--- src/rtl/gearbox_pkg.sv ---
// rtl/gearbox_pkg.sv - shared widths, header codes and lock states for the 128b/132b receive path
package gearbox_pkg;

    localparam int BLK_W = 132;
    localparam int PAY_W = 128;
    localparam int HDR_W = 4;

    localparam logic [HDR_W-1:0] HDR_DATA = 4'b1100;
    localparam logic [HDR_W-1:0] HDR_CTRL = 4'b0011;

    typedef enum logic [1:0] {
        HUNT      = 2'd0,
        SLIP_HOLD = 2'd1,
        CHECK     = 2'd2,
        LOCKED    = 2'd3
    } lock_state_t;

    function automatic logic hdr_is_good(input logic [HDR_W-1:0] hdr);
        return (hdr == HDR_DATA) || (hdr == HDR_CTRL);
    endfunction

endpackage

--- src/rtl/dfflr.sv ---
// rtl/dfflr.sv - load-enabled flop primitive, asynchronous active-high reset variant
module dfflr #(
    parameter int           W   = 1,
    parameter logic [W-1:0] RST = '0
) (
    input  logic         clk,
    input  logic         rst,
    input  logic         en,
    input  logic [W-1:0] d,
    output logic [W-1:0] q
);

    always_ff @(posedge clk or posedge rst) begin
        if (rst) begin
            q <= RST;
        end else if (en) begin
            q <= d;
        end
    end

endmodule

--- src/rtl/gearbox_block_lock.sv ---
// rtl/gearbox_block_lock.sv - header-based block lock, slip control and aligned-block forwarding
module gearbox_block_lock
    import gearbox_pkg::*;
#(
    parameter int LOCK_GOOD = 64,
    parameter int WIN_LEN   = 1024,
    parameter int WIN_BAD   = 16,
    parameter int SLIP_WAIT = 33
) (
    input  logic             clk,
    input  logic             rst,
    input  logic [BLK_W-1:0] blk_in,
    input  logic             blk_valid,
    output logic             slip,
    output logic             block_lock,
    output logic [PAY_W-1:0] dout,
    output logic             dout_valid,
    output logic             dout_ctrl,
    output logic [15:0]      bad_hdr_cnt
);

    localparam logic [6:0] GOOD_LAST = 7'(LOCK_GOOD - 1);
    localparam logic [9:0] WIN_LAST  = 10'(WIN_LEN - 1);
    localparam logic [4:0] BAD_LAST  = 5'(WIN_BAD - 1);
    localparam logic [5:0] WAIT_LAST = 6'(SLIP_WAIT - 1);

    lock_state_t state_q, state_d;
    logic [6:0]  good_cnt_q, good_cnt_d;
    logic [9:0]  blk_cnt_q, blk_cnt_d;
    logic [4:0]  bad_cnt_q, bad_cnt_d;
    logic [5:0]  wait_cnt_q, wait_cnt_d;

    logic             slip_q, slip_d;
    logic             block_lock_q, block_lock_d;
    logic             dout_valid_q, dout_valid_d;
    logic             dout_ctrl_q, dout_ctrl_d;
    logic [PAY_W-1:0] dout_q, dout_d;
    logic [15:0]      bad_hdr_cnt_q, bad_hdr_cnt_d;

    logic [HDR_W-1:0] hdr;
    logic             hdr_good;

    assign hdr      = blk_in[BLK_W-1:PAY_W];
    assign hdr_good = hdr_is_good(hdr);

    always_comb begin
        state_d       = state_q;
        good_cnt_d    = good_cnt_q;
        blk_cnt_d     = blk_cnt_q;
        bad_cnt_d     = bad_cnt_q;
        wait_cnt_d    = wait_cnt_q;
        slip_d        = 1'b0;
        block_lock_d  = block_lock_q;
        dout_valid_d  = 1'b0;
        dout_ctrl_d   = (hdr == HDR_CTRL);
        dout_d        = blk_in[PAY_W-1:0];
        bad_hdr_cnt_d = bad_hdr_cnt_q;

        if (blk_valid) begin
            case (state_q)
                HUNT: begin
                    if (hdr_good) begin
                        state_d    = CHECK;
                        good_cnt_d = 7'd1;
                    end else begin
                        state_d    = SLIP_HOLD;
                        slip_d     = 1'b1;
                        wait_cnt_d = '0;
                    end
                end
                SLIP_HOLD: begin
                    // Gearbox output is garbage while it refills after a slip.
                    if (wait_cnt_q == WAIT_LAST) begin
                        state_d    = HUNT;
                        wait_cnt_d = '0;
                    end else begin
                        wait_cnt_d = wait_cnt_q + 6'd1;
                    end
                end
                CHECK: begin
                    if (!hdr_good) begin
                        state_d    = SLIP_HOLD;
                        slip_d     = 1'b1;
                        wait_cnt_d = '0;
                        good_cnt_d = '0;
                    end else if (good_cnt_q == GOOD_LAST) begin
                        state_d      = LOCKED;
                        block_lock_d = 1'b1;
                        good_cnt_d   = '0;
                        blk_cnt_d    = '0;
                        bad_cnt_d    = '0;
                    end else begin
                        good_cnt_d = good_cnt_q + 7'd1;
                    end
                end
                LOCKED: begin
                    if (!hdr_good && bad_hdr_cnt_q != 16'hFFFF) begin
                        bad_hdr_cnt_d = bad_hdr_cnt_q + 16'd1;
                    end
                    // Lock loss wins over the window-end clear on the same block.
                    if (!hdr_good && bad_cnt_q == BAD_LAST) begin
                        state_d      = SLIP_HOLD;
                        block_lock_d = 1'b0;
                        slip_d       = 1'b1;
                        wait_cnt_d   = '0;
                        blk_cnt_d    = '0;
                        bad_cnt_d    = '0;
                    end else begin
                        dout_valid_d = hdr_good;
                        if (blk_cnt_q == WIN_LAST) begin
                            blk_cnt_d = '0;
                            bad_cnt_d = '0;
                        end else begin
                            blk_cnt_d = blk_cnt_q + 10'd1;
                            bad_cnt_d = bad_cnt_q + {4'd0, !hdr_good};
                        end
                    end
                end
                default: state_d = HUNT;
            endcase
        end
    end

    always_ff @(posedge clk or posedge rst) begin
        if (rst) begin
            state_q    <= HUNT;
            good_cnt_q <= '0;
            blk_cnt_q  <= '0;
            bad_cnt_q  <= '0;
            wait_cnt_q <= '0;
        end else begin
            state_q    <= state_d;
            good_cnt_q <= good_cnt_d;
            blk_cnt_q  <= blk_cnt_d;
            bad_cnt_q  <= bad_cnt_d;
            wait_cnt_q <= wait_cnt_d;
        end
    end

    dfflr #(.W(1)) u_slip_ff (
        .clk(clk), .rst(rst), .en(1'b1), .d(slip_d), .q(slip_q)
    );

    dfflr #(.W(1)) u_lock_ff (
        .clk(clk), .rst(rst), .en(1'b1), .d(block_lock_d), .q(block_lock_q)
    );

    dfflr #(.W(1)) u_dout_valid_ff (
        .clk(clk), .rst(rst), .en(1'b1), .d(dout_valid_d), .q(dout_valid_q)
    );

    dfflr #(.W(1)) u_dout_ctrl_ff (
        .clk(clk), .rst(rst), .en(dout_valid_d), .d(dout_ctrl_d), .q(dout_ctrl_q)
    );

    dfflr #(.W(PAY_W)) u_dout_ff (
        .clk(clk), .rst(rst), .en(dout_valid_d), .d(dout_d), .q(dout_q)
    );

    dfflr #(.W(16)) u_bad_hdr_cnt_ff (
        .clk(clk), .rst(rst), .en(1'b1), .d(bad_hdr_cnt_d), .q(bad_hdr_cnt_q)
    );

    assign slip        = slip_q;
    assign block_lock  = block_lock_q;
    assign dout_valid  = dout_valid_q;
    assign dout_ctrl   = dout_ctrl_q;
    assign dout        = dout_q;
    assign bad_hdr_cnt = bad_hdr_cnt_q;

endmodule

--- config.mk ---
export PLATFORM = sky130hd
export DESIGN_NAME = gearbox_block_lock
export DESIGN_NICKNAME = d
export VERILOG_FILES = /design/src/rtl/gearbox_pkg.sv /design/src/rtl/dfflr.sv /design/src/rtl/gearbox_block_lock.sv
export SDC_FILE = /design/constraint.sdc
export NUM_CORES = 1
export LEC_CHECK = 0
export BUFFER_PORTS_ARGS = -buffer_cell sky130_fd_sc_hd__buf_2
export CAP_MARGIN = 5
export CELL_PAD_IN_SITES_DETAIL_PLACEMENT = 0
export CELL_PAD_IN_SITES_GLOBAL_PLACEMENT = 1
export CORE_MARGIN = 5
export CORE_UTILIZATION = 38
export CTS_CLUSTER_SIZE = 14
export DETAILED_ROUTE_END_ITERATION = 8
export GPL_TIMING_DRIVEN = 0
export PLACE_DENSITY_LB_ADDON = 0.1
export SETUP_SLACK_MARGIN = 0.05
export SLEW_MARGIN = 5
export SYNTH_ARGS = -nofsm -noshare
export SYNTH_HDL_FRONTEND = slang
export SYNTH_HIERARCHICAL = 1
export SYNTH_SLANG_ARGS = --single-unit
--- constraint.sdc ---
create_clock -name clk -period 7.6 [get_ports clk]
set_input_delay 1.14 -clock clk [delete_from_list [all_inputs] [get_ports clk]]
set_output_delay 1.14 -clock clk [all_outputs]
set_load 0.01 [all_outputs]
==> results.ini, run 1 <==
[status]
status=complete, no violations

[clocking]
cts_hold_buffers=0
numCtsBuffers=17
cts_num_sinks=178
postCtsSetupBuffers=0
clock_latency_late_sink_ns=0.42
cts-resized-gates=0
clk_path_buf_depth=2
cts_tree=done
clockRootBuffer=sky130_fd_sc_hd__clkbuf_16
cts.clk_slew.worst_paths_ns=0.07
htree_levels=4

[timing]
setup_tns_ns=0
slew_viol_final=0
grt_setup_unrepaired=no
timing.final.setup_violations=0
fin_skew_ns=0.008770
finalWorstPathRequiredPeriod_ns=2.803
max_freq_mhz=356.8
max_slew.worst_pin.slew_ns=0.9626
number_of_endpoints_with_negative_hold_slack_in_the_final_report=0
post_route_clock_period_utilization_pct=36.88
final.hold.worst_slack_ns=0.5011
slew_headroom_pct=35.28

[global_route]
via_count_of_the_first_global_routing_pass=5749
globalRoute.busiestLayer=met2
gr-total-overflow=0
grt_use_total_pct=17.62
grtUsageMet3_pct=3.958
grt_first_pass_wirelength_um=32680
grt_use_met1_pct=21.62
grt_antenna_before_repair=1
grt_use_met2_pct=31.23
grt_start_max_net_pins=101

[placement]
placed_area_um2=9559
hpwlAfterDp_um=16440
post-place-cells=1117
place.port_buffers=281
place_congestion=0.8290

[detailed_routing]
drcViolationCount=0
drtPass1Iterations=4
drt_wl_total_um=20790
ant_nets=0
drt-wirelength-per-cell_um=18.08
drt_via_density=4.861
detailedRoute.firstIterationViolations=220
routed-via-count=5590

[final_layout]
synthToLayoutAreaGrowth_pct=30.45
drive_gt1_share_pct=56.43
finalNetCount=1008
instances_no_fill=1150
final_common_cell=sky130_fd_sc_hd__buf_2
most-common-layout-cells=sky130_fd_sc_hd__buf_2, sky130_fd_sc_hd__dfrtp_1, sky130_fd_sc_hd__mux2_2, sky130_fd_sc_hd__nand2_1
post-route-cell-area_um2=10140

[yosys]
simple_gate_area_share_of_the_yosys_netlist_pct=7.954
netlist_top_cells_area=sky130_fd_sc_hd__dfrtp_1, sky130_fd_sc_hd__mux2_2, sky130_fd_sc_hd__mux2_4, sky130_fd_sc_hd__xnor2_1, sky130_fd_sc_hd__clkbuf_8
post_synthesis_cell_area_um2=7771
syn-mean-instance-area_um2=13.83
yosys.area_share.adder_pct=1.127
post_synthesis_sequential_area_ratio_pct=57.32
yosys.area_share.xor_xnor_pct=1.803
synth.distinct_cells=58
synthMuxAreaShare_pct=22.54
post_synthesis_instance_total=562
number_of_enable_type_register_cells_in_the_synthesized_netlist=0
synth_compound_gate_area_share_pct=5.442
synth.top_cell.area_share_pct=57.32
synth.largest_area_cell=sky130_fd_sc_hd__dfrtp_1
ys_ff_latch=178
yosys_most_used_dff=sky130_fd_sc_hd__dfrtp_1
share_of_async_settable_or_async_resettable_flops_after_synthesis_pct=100.0
dominant_combinational_cell_family_by_area_after_synthesis=multiplexers
yosysWarningCount=6

[flow_run]
max-cap-violations=0

[worst_setup_path]
worstSetupStartpoint=blk_in[129]
reg2reg_slack_ns=5.36
regToRegStartpoint=state_q[0]$_DFFE_PP0P_
crit_path_end_kind=register
cp.arrival_ns=3.11
worstSetupPathType=in2reg
crit_required_ns=7.91
critPathMaxFanout=10
timing.critical_path.from_type=input pin

[floorplan]
floorplan.die.height_um=153.0
die_extent_in_x_um=153.0
core-area_um2=20170
dieArea_um2=23410
fp-row-count=52
count_of_boundary_i_o_pins=283
floorplan.initialDensity_pct=38.53

[power_and_ir_drop]
seq_power_share_pct=42.4
leakagePower_nw=5.054
p_int_mw=2.379
p_per_area_nw_per_um2=353.2
p_comb_share_pct=33.5
power.ir.vdd_worst_mv=0.1464
switching_share_of_power_pct=33.55
net-switching-power_mw=1.201
pwr-share-clk_pct=24.0

[worst_hold_path]
hp-start=u_dout_ff/q[91]$_DFFE_PP0P_
worstHoldPathType=reg2reg

==> final timing paths <==
kind                                                       to  cells after the start
max                               u_dout_ff/q[50]$_DFFE_PP0P_                      8
min                               u_dout_ff/q[91]$_DFFE_PP0P_                      1
max reg2reg                u_bad_hdr_cnt_ff/q[13]$_DFFE_PP0P_                      7
min reg2reg                       u_dout_ff/q[91]$_DFFE_PP0P_                      1
max in group asynchronous        u_dout_ff/q[108]$_DFFE_PP0P_                      3
min in group asynchronous             u_slip_ff/q$_DFFE_PP0P_                      2
==> cell usage after synthesis (2+ instances only) <==
cell type	count
sky130_fd_sc_hd__and4_1	2
sky130_fd_sc_hd__o21ai_0	11
sky130_fd_sc_hd__mux2_4	14
sky130_fd_sc_hd__nand3_1	17
sky130_fd_sc_hd__a32o_1	2
sky130_fd_sc_hd__and2_1	2
sky130_fd_sc_hd__dfrtp_1	178
sky130_fd_sc_hd__buf_6	8
sky130_fd_sc_hd__ha_1	7
sky130_fd_sc_hd__nor2_1	17
sky130_fd_sc_hd__nand4_1	9
sky130_fd_sc_hd__a21o_1	3
sky130_fd_sc_hd__nor2b_1	5
sky130_fd_sc_hd__clkbuf_8	8
sky130_fd_sc_hd__a22o_1	12
sky130_fd_sc_hd__a2bb2oi_1	3
sky130_fd_sc_hd__nor3_1	10
sky130_fd_sc_hd__and3_1	6
sky130_fd_sc_hd__xnor2_1	13
sky130_fd_sc_hd__a21oi_1	10
sky130_fd_sc_hd__mux2_2	136
sky130_fd_sc_hd__nand2_1	28
sky130_fd_sc_hd__buf_2	4
sky130_fd_sc_hd__inv_1	12
sky130_fd_sc_hd__o21a_1	2
sky130_fd_sc_hd__nor4_1	5
sky130_fd_sc_hd__o31ai_1	3
sky130_fd_sc_hd__o41ai_1	3
sky130_fd_sc_hd__xor2_1	3
==> cell families after synthesis <==
logic type / after synthesis
buf+inv: 35
other cells: 1
fa+ha+maj: 7
flops: 178
simple gates: 115
xor+xnor: 16
mux: 151
compound gates: 59
==> sequential cells by signal, summed over array words and instances (netlist names) <==
name and count:
u_dout_valid_ff/q 1, u_dout_ff/q 128, u_slip_ff/q 1, state_q 2, good_cnt_q 7, wait_cnt_q 6, u_lock_ff/q 1, u_dout_ctrl_ff/q 1
bad_cnt_q 5, blk_cnt_q 10, u_bad_hdr_cnt_ff/q 16
==> final cells by class <==
type                    instances  area, um^2
clock buffers                  18       429.2
multi-input cells             352        3035
repair buffers                282        1434
flip-flops and latches        178        4454
inverters                      13       53.80
plain buffers                  22       244.0
fillers                      1827       10030
well taps                     270       337.8
clock inverters                14       146.4
diodes                          1       2.502
==> worst max-delay path, cell delays in order <==
cell                        delay (ns)
sky130_fd_sc_hd__buf_2            0.12
sky130_fd_sc_hd__nand4bb_1        0.28
sky130_fd_sc_hd__nand2_1          0.25
sky130_fd_sc_hd__inv_2            0.11
sky130_fd_sc_hd__nor2_1           0.40
sky130_fd_sc_hd__buf_6            0.25
sky130_fd_sc_hd__clkbuf_8         0.21
sky130_fd_sc_hd__mux2_2           0.35
==> power groups by stage <==
stage          Sequential [mW]  Combinational (mW)  Clock, mW
2_1_floorplan             1.70               0.488          0
3_3_place_gp              1.53                1.21          0
3_5_place_dp              1.54                1.23          0
4_1_cts                   1.52                1.23      0.891
5_1_grt                   1.57                1.30      0.928
6_report                  1.52                1.20      0.860
==> metal layers <==
layer,vias up,part of all wire (%)
li1,2633,-
met1,2771,41
met2,164,52
met3,22,4.8
met4,0,1.4
met5,-,0
==> per-stage QoR <==
| step | util (%) | total power [mW] | worst slack (ns) |
|---|---|---|---|
| 6_report | 50.26 | 3.580 | 4.797 |
| 5_1_grt | 50.26 | 3.802 | 4.695 |
| 4_1_cts | 50.25 | 3.646 | 4.809 |
| 3_5_place_dp | 47.39 | 2.772 | 4.360 |
| 3_3_place_gp | 47.23 | 2.731 | 1.685 |
| 2_1_floorplan | - | 2.186 | 3.047 |
Note: power is estimated with default switching activity, not from simulation.
==> run 2: changes to the inputs <==
Settings changed: ABC_AREA set to 1, CORE_UTILIZATION 38 to 36.
Clock period 7.6 ns to 2.74 ns, I/O delays scaled along.
==> results.ini, run 2 <==
[global_route]
grt_first_pass_wirelength_um=38520
grt_start_max_net_pins=38
grt_use_total_pct=18.49
grt_antenna_before_repair=2
via_count_of_the_first_global_routing_pass=6981
gr-total-overflow=0

[timing]
grt_setup_unrepaired=no
timing.final.setup_violations=0
max_slew.worst_pin.slew_ns=0.7051
finalWorstPathRequiredPeriod_ns=1.875
fin_skew_ns=0.01056
slew_headroom_pct=52.92
post_route_clock_period_utilization_pct=68.43
layout_setup_ws_ns=0.8649
max_freq_mhz=533.3
final.hold.worst_slack_ns=0.1804
number_of_endpoints_with_negative_hold_slack_in_the_final_report=0
slew_viol_final=0

[power_and_ir_drop]
p_per_area_nw_per_um2=871.4
leakagePower_nw=6.274
power.ir.vdd_worst_mv=0.4218

[worst_setup_path]
cpPeakStageDelay_ns=0.45
library_cell_contributing_the_largest_single_delay_on_the_critical_path=sky130_fd_sc_hd__dfrtp_1
cp.arrival_ns=2.19
timing.critical_path.from_type=register
crit_required_ns=3.05
crit_cells=9
worstSetupPathType=reg2reg
critical_path.top_delay_family=simple AND/OR/NAND/NOR gates
crit_path_end_kind=register
critPathBufInv=4
critPathMaxFanout=10
cell_breakdown_of_the_critical_path=nand2_2 > nor2_4 > inv_4 > nor2_1 > inv_2 > buf_6 > buf_6 > nand2_1 > nand2_1
worst-r2r-cell-count=9

[placement]
setup_slack_after_placement_ns=0.5362
post-place-cells=1577
place_congestion=0.8099
place.port_buffers=282
hpwlAfterDp_um=18630

[floorplan]
core-area_um2=22570
count_of_boundary_i_o_pins=283
die_extent_in_x_um=161.1
floorplan.die.height_um=161.1
floorplan.initialDensity_pct=36.42
fp-row-count=55
dieArea_um2=25960

[status]
status=complete, no violations

[worst_hold_path]
worstHoldPathType=in2reg
worstHoldPathCells=3

[final_layout]
max_flop_register=u_dout_ff/q
num-fill-cells=2339
final_common_cell=sky130_fd_sc_hd__nand2_1
drive_gt1_share_pct=29.36
multi_input_area_um2=3146
synthToLayoutAreaGrowth_pct=29.79
instances_no_fill=1611
finalNetCount=1454
reg_top3=u_dout_ff/q: 128 flops, u_bad_hdr_cnt_ff/q: 16 flops, blk_cnt_q: 10 flops
most-common-layout-cells=sky130_fd_sc_hd__nand2_1, sky130_fd_sc_hd__buf_2, sky130_fd_sc_hd__dfrtp_1, sky130_fd_sc_hd__inv_1, sky130_fd_sc_hd__nor2_1
area.sequential_um2=4454
largest_register_ffs=128

[detailed_routing]
drtPass1Iterations=4
drt-wirelength-per-cell_um=15.03
routed-via-count=7151
ant_nets=0
drt_via_density=4.439
detailedRoute.firstIterationViolations=315
drt_wl_total_um=24210
drcViolationCount=0

[yosys]
synth.top_cell.area_share_pct=54.19
yosysMostFrequentCell=sky130_fd_sc_hd__nand2_1
post_synthesis_instance_total=1001
netlist_top_cells_count=sky130_fd_sc_hd__nand2_1, sky130_fd_sc_hd__dfrtp_1, sky130_fd_sc_hd__inv_1, sky130_fd_sc_hd__nor2_1, sky130_fd_sc_hd__nand3_1
yosys_most_used_dff=sky130_fd_sc_hd__dfrtp_1
syn-mean-instance-area_um2=8.212
simple_gate_area_share_of_the_yosys_netlist_pct=33.70
dominant_combinational_cell_family_by_area_after_synthesis=simple AND/OR/NAND/NOR gates
post_synthesis_cell_area_um2=8220
synth.largest_area_cell=sky130_fd_sc_hd__dfrtp_1
netlist_top_cells_area=sky130_fd_sc_hd__dfrtp_1, sky130_fd_sc_hd__nand2_1, sky130_fd_sc_hd__buf_6, sky130_fd_sc_hd__inv_1, sky130_fd_sc_hd__nor2_1
synthMuxAreaShare_pct=0
yosys.area_share.adder_pct=1.065
synth.distinct_cells=34
number_of_enable_type_register_cells_in_the_synthesized_netlist=0
ys_ff_latch=178
share_of_async_settable_or_async_resettable_flops_after_synthesis_pct=100.0
post_synthesis_sequential_area_ratio_pct=54.19
yosysWarningCount=6
yosys.area_share.xor_xnor_pct=0.9589
synth_compound_gate_area_share_pct=2.222

[flow_run]
max-cap-violations=0

[clocking]
cts_num_sinks=178
clock_latency_late_sink_ns=0.42
numCtsBuffers=17
htree_levels=4
postCtsSetupBuffers=0
clockRootBuffer=sky130_fd_sc_hd__clkbuf_16
clk_path_buf_depth=2
cts.clk_slew.worst_paths_ns=0.07
cts_tree=done

-- run 2: cell types whose count changed in the layout (fill, tap and decap cells not counted), sizes merged, moves of 5 or more --
cell	before	now
buf	295	318
a22o	12	0
clkbuf	27	18
nand3	17	35
and3	6	1
o21ai	12	22
xnor2	13	5
nor2	18	59
inv	20	73
nor4	5	0
mux2	150	0
nand2	28	549
nor2b	5	0
-- run 2: logic make-up (layout without fill, tap and decap cells) --
logic type | count (synthesis) | after routing
AO/OA/AOI/OAI | 35 | 35
buffers and inverters | 103 | 421
other | 1 | 8
adder cells (fa/ha/maj) | 7 | 7
flip-flops | 178 | 178
AND/OR/NAND/NOR | 668 | 668
XOR/XNOR | 9 | 9
-- run 2: cell type report --
cell class | instances | area share (%)
well taps | 285 | 3.342
multi-input cells | 726 | 29.48
flip-flops and latches | 178 | 41.75
diodes | 1 | 0.02345
plain buffers | 33 | 3.495
repair buffers | 286 | 13.89
clock inverters | 14 | 1.431
inverters | 70 | 2.568
clock buffers | 18 | 4.023
-- run 2: worst register-to-register path: cells and delay by family (launching register included) --
family	cells	cell delay (ns)
buf+inv	4	0.54
flops	1	0.45
simple gates	5	0.78
-- run 2: path summary, 6_finish.rpt --
kind                                             start                           end  slack, ns
min in group asynchronous                          rst       u_lock_ff/q$_DFFE_PP0P_       0.45
setup reg to reg                state_q[1]$_DFFE_PP0P_   u_dout_ff/q[46]$_DFFE_PP0P_       0.86
max in group asynchronous                          rst    u_dout_ff/q[2]$_DFFE_PP0P_       1.21
hold reg to reg            u_dout_ff/q[45]$_DFFE_PP0P_   u_dout_ff/q[45]$_DFFE_PP0P_       0.46
setup / recovery                state_q[1]$_DFFE_PP0P_   u_dout_ff/q[46]$_DFFE_PP0P_       0.86
hold / removal                             blk_in[102]  u_dout_ff/q[102]$_DFFE_PP0P_       0.18
-- run 2: through the flow --
stage | TNS, ns | power [mW] | util (%) | instance area, um^2
2_1_floorplan | 0 | 5.576 | - | 8247
3_3_place_gp | -45.78 | 6.948 | 44.37 | 10010
3_5_place_dp | 0 | 6.998 | 44.63 | 10070
4_1_cts | 0 | 9.438 | 47.26 | 10670
5_1_grt | 0 | 9.961 | 47.27 | 10670
6_report | 0 | 9.297 | 47.27 | 10670
-- run 2: what timing repair did --
item                      4_1_cts  5_1_grt
hold endpoints to repair        4        0
gates resized for setup         0        0
hold buffers                    1        0
-- run 2: per-layer routing --
metal  wire length, um  vias up  GRT usage (%)
met5                13        -              0
met4               493        2          5.545
met3              1505       30          4.721
met2             11470      188          30.72
met1             10730     3254          23.96
li1                  -     3677              -
-- run 2: where the power goes --
part           internal (mW)  switching [mW]
logic                   1.14            1.75
registers               3.50           0.495
clock network           1.28            1.13
==> run 3: changes to the inputs <==
Clock period 2.74 ns to 1.8 ns, I/O delays scaled along.
==> results.ini, run 3 (synthesis gave the netlist of run 2 again) <==
[worst_setup_path]
worstSetupStartpoint=good_cnt_q[0]$_DFFE_PP0P_
worstSetupPathType=reg2reg
cpPeakStageDelay_ns=0.42
regToRegStartpoint=good_cnt_q[0]$_DFFE_PP0P_
cell_breakdown_of_the_critical_path=ha_4 > nand3_2 > nor3_1 > nand3_1 > nand2_2 > buf_2 > a21oi_1 > nor2_1
timing.critical_path.from_type=register
crit_required_ns=2.15
cp.arrival_ns=2.01
critPathMaxFanout=6
crit_path_end_kind=register
library_cell_contributing_the_largest_single_delay_on_the_critical_path=sky130_fd_sc_hd__dfrtp_1

[final_layout]
area.sequential_um2=4459
postLayoutCoreUtil_pct=47.66
final_common_cell=sky130_fd_sc_hd__nand2_1
multi_input_area_um2=3199
reg_top3=u_dout_ff/q: 128 flops, u_bad_hdr_cnt_ff/q: 16 flops, blk_cnt_q: 10 flops
finalNetCount=1458
num-fill-cells=2334
synthToLayoutAreaGrowth_pct=30.87
instances_no_fill=1616
most-common-layout-cells=sky130_fd_sc_hd__nand2_1, sky130_fd_sc_hd__buf_2, sky130_fd_sc_hd__dfrtp_1, sky130_fd_sc_hd__inv_1, sky130_fd_sc_hd__nor2_1
largest_register_ffs=128
post-route-cell-area_um2=10760
max_flop_register=u_dout_ff/q
drive_gt1_share_pct=30.32

[detailed_routing]
drcViolationCount=0
highest-signal-layer=met5
drt_wl_total_um=24380
drt_via_density=4.436
drtPass1Iterations=4
routed-via-count=7169
met2RoutedLength_um=11510
drt-wirelength-per-cell_um=15.09
total_met3_wirelength_after_detailed_routing_um=1506
wl_met1_um=10860
ant_nets=0
detailedRoute.firstIterationViolations=303

[clocking]
numCtsBuffers=17
clock_latency_late_sink_ns=0.42
htree_levels=4
cts.clk_slew.worst_paths_ns=0.07
cts_tree=done
clk_path_buf_depth=2
clockRootBuffer=sky130_fd_sc_hd__clkbuf_16
cts_num_sinks=178

[flow_run]
max-cap-violations=0

[timing]
fin_skew_ns=0.01086
layout_setup_ws_ns=0.1391
post_route_clock_period_utilization_pct=92.27
finalWorstPathRequiredPeriod_ns=1.661
grt_setup_unrepaired=yes
timing.final.setup_violations=0
max_slew.worst_pin.slew_ns=0.7153
setup_tns_ns=0
final.hold.worst_slack_ns=0.03961
max_freq_mhz=602.1
number_of_endpoints_with_negative_hold_slack_in_the_final_report=0
slew_viol_final=0
slew_headroom_pct=52.24

[placement]
placed_area_um2=10070
setup_slack_after_placement_ns=-0.2628
post-place-cells=1577
place_congestion=0.8099
place.port_buffers=282
hpwlAfterDp_um=18630

[power_and_ir_drop]
power.ir.vdd_worst_mv=0.6426
leakagePower_nw=6.295
fin_total_pwr_mw=14.20
p_per_area_nw_per_um2=1320

[floorplan]
dieArea_um2=25960
floorplan.initialDensity_pct=36.42
core-area_um2=22570
count_of_boundary_i_o_pins=283
die_extent_in_x_um=161.1
floorplan.die.height_um=161.1
fp-row-count=55

[global_route]
grt_start_max_net_pins=38
grt_use_total_pct=18.49
grt_antenna_before_repair=2
gr-total-overflow=0
grt_first_pass_wirelength_um=38520
via_count_of_the_first_global_routing_pass=6984

[worst_hold_path]
hp-start=blk_in[102]
worstHoldPathType=in2reg

[status]
status=complete, no violations

run 3: changes by cell type in the layout (fill, tap and decap cells not counted), moves of 3 or more:
cell,change
sky130_fd_sc_hd__dfrtp_1,-4
sky130_fd_sc_hd__buf_4,+3
sky130_fd_sc_hd__nor2_1,-3
sky130_fd_sc_hd__dfrtp_2,+4
sky130_fd_sc_hd__nor2_4,+3
run 3: cell type report:
cell class	count	share of cell area (%)
Clock buffer	18	3.989
Antenna cell	2	0.04652
Buffer	33	3.466
Clock inverter	14	1.419
Inverter	70	2.547
Sequential cell	178	41.45
Timing Repair Buffer	290	14.03
Tap cell	285	3.315
Multi-Input combinational cell	726	29.74
run 3: metal layers:
layer / track usage, % / up-vias
li1: - / 3686
met1: 23.94 / 3267
met2: 30.74 / 184
met3: 4.721 / 30
met4: 5.545 / 2
met5: 0 / -
run 3: path summary, 6_finish.rpt:
| path | slack, ns | cells after the start | to |
|---|---|---|---|
| min reg2reg | 0.46 | 2 | u_dout_ff/q[45]$_DFFE_PP0P_ |
| min | 0.04 | 3 | u_dout_ff/q[102]$_DFFE_PP0P_ |
| min in group asynchronous | 0.31 | 3 | u_dout_ctrl_ff/q$_DFFE_PP0P_ |
| max in group asynchronous | 0.41 | 5 | u_dout_ff/q[2]$_DFFE_PP0P_ |
| max | 0.14 | 8 | blk_cnt_q[8]$_DFFE_PP0P_ |
| max reg2reg | 0.14 | 8 | blk_cnt_q[8]$_DFFE_PP0P_ |
run 3: critical path: cells and delay by family (launching register included):
kind	cells	cell delay (ns)
flip-flops	1	0.42
buffers and inverters	1	0.21
AO/OA/AOI/OAI	1	0.09
adder cells (fa/ha/maj)	1	0.18
AND/OR/NAND/NOR	5	0.68
run 3: power by group:
part | internal, mW | switching (mW) | total, mW
clock network | 1.95 | 1.72 | 3.67
registers | 5.34 | 0.760 | 6.10
logic | 1.75 | 2.68 | 4.43
run 3: what timing repair did:
action	4_1_cts	5_1_grt
gates cloned	0	1
endpoints found under the setup margin	134	31
endpoints found under the hold margin	4	0
gates resized for setup	4	11
pin swaps	1	5
hold buffers	1	0
buffers inserted	1	2
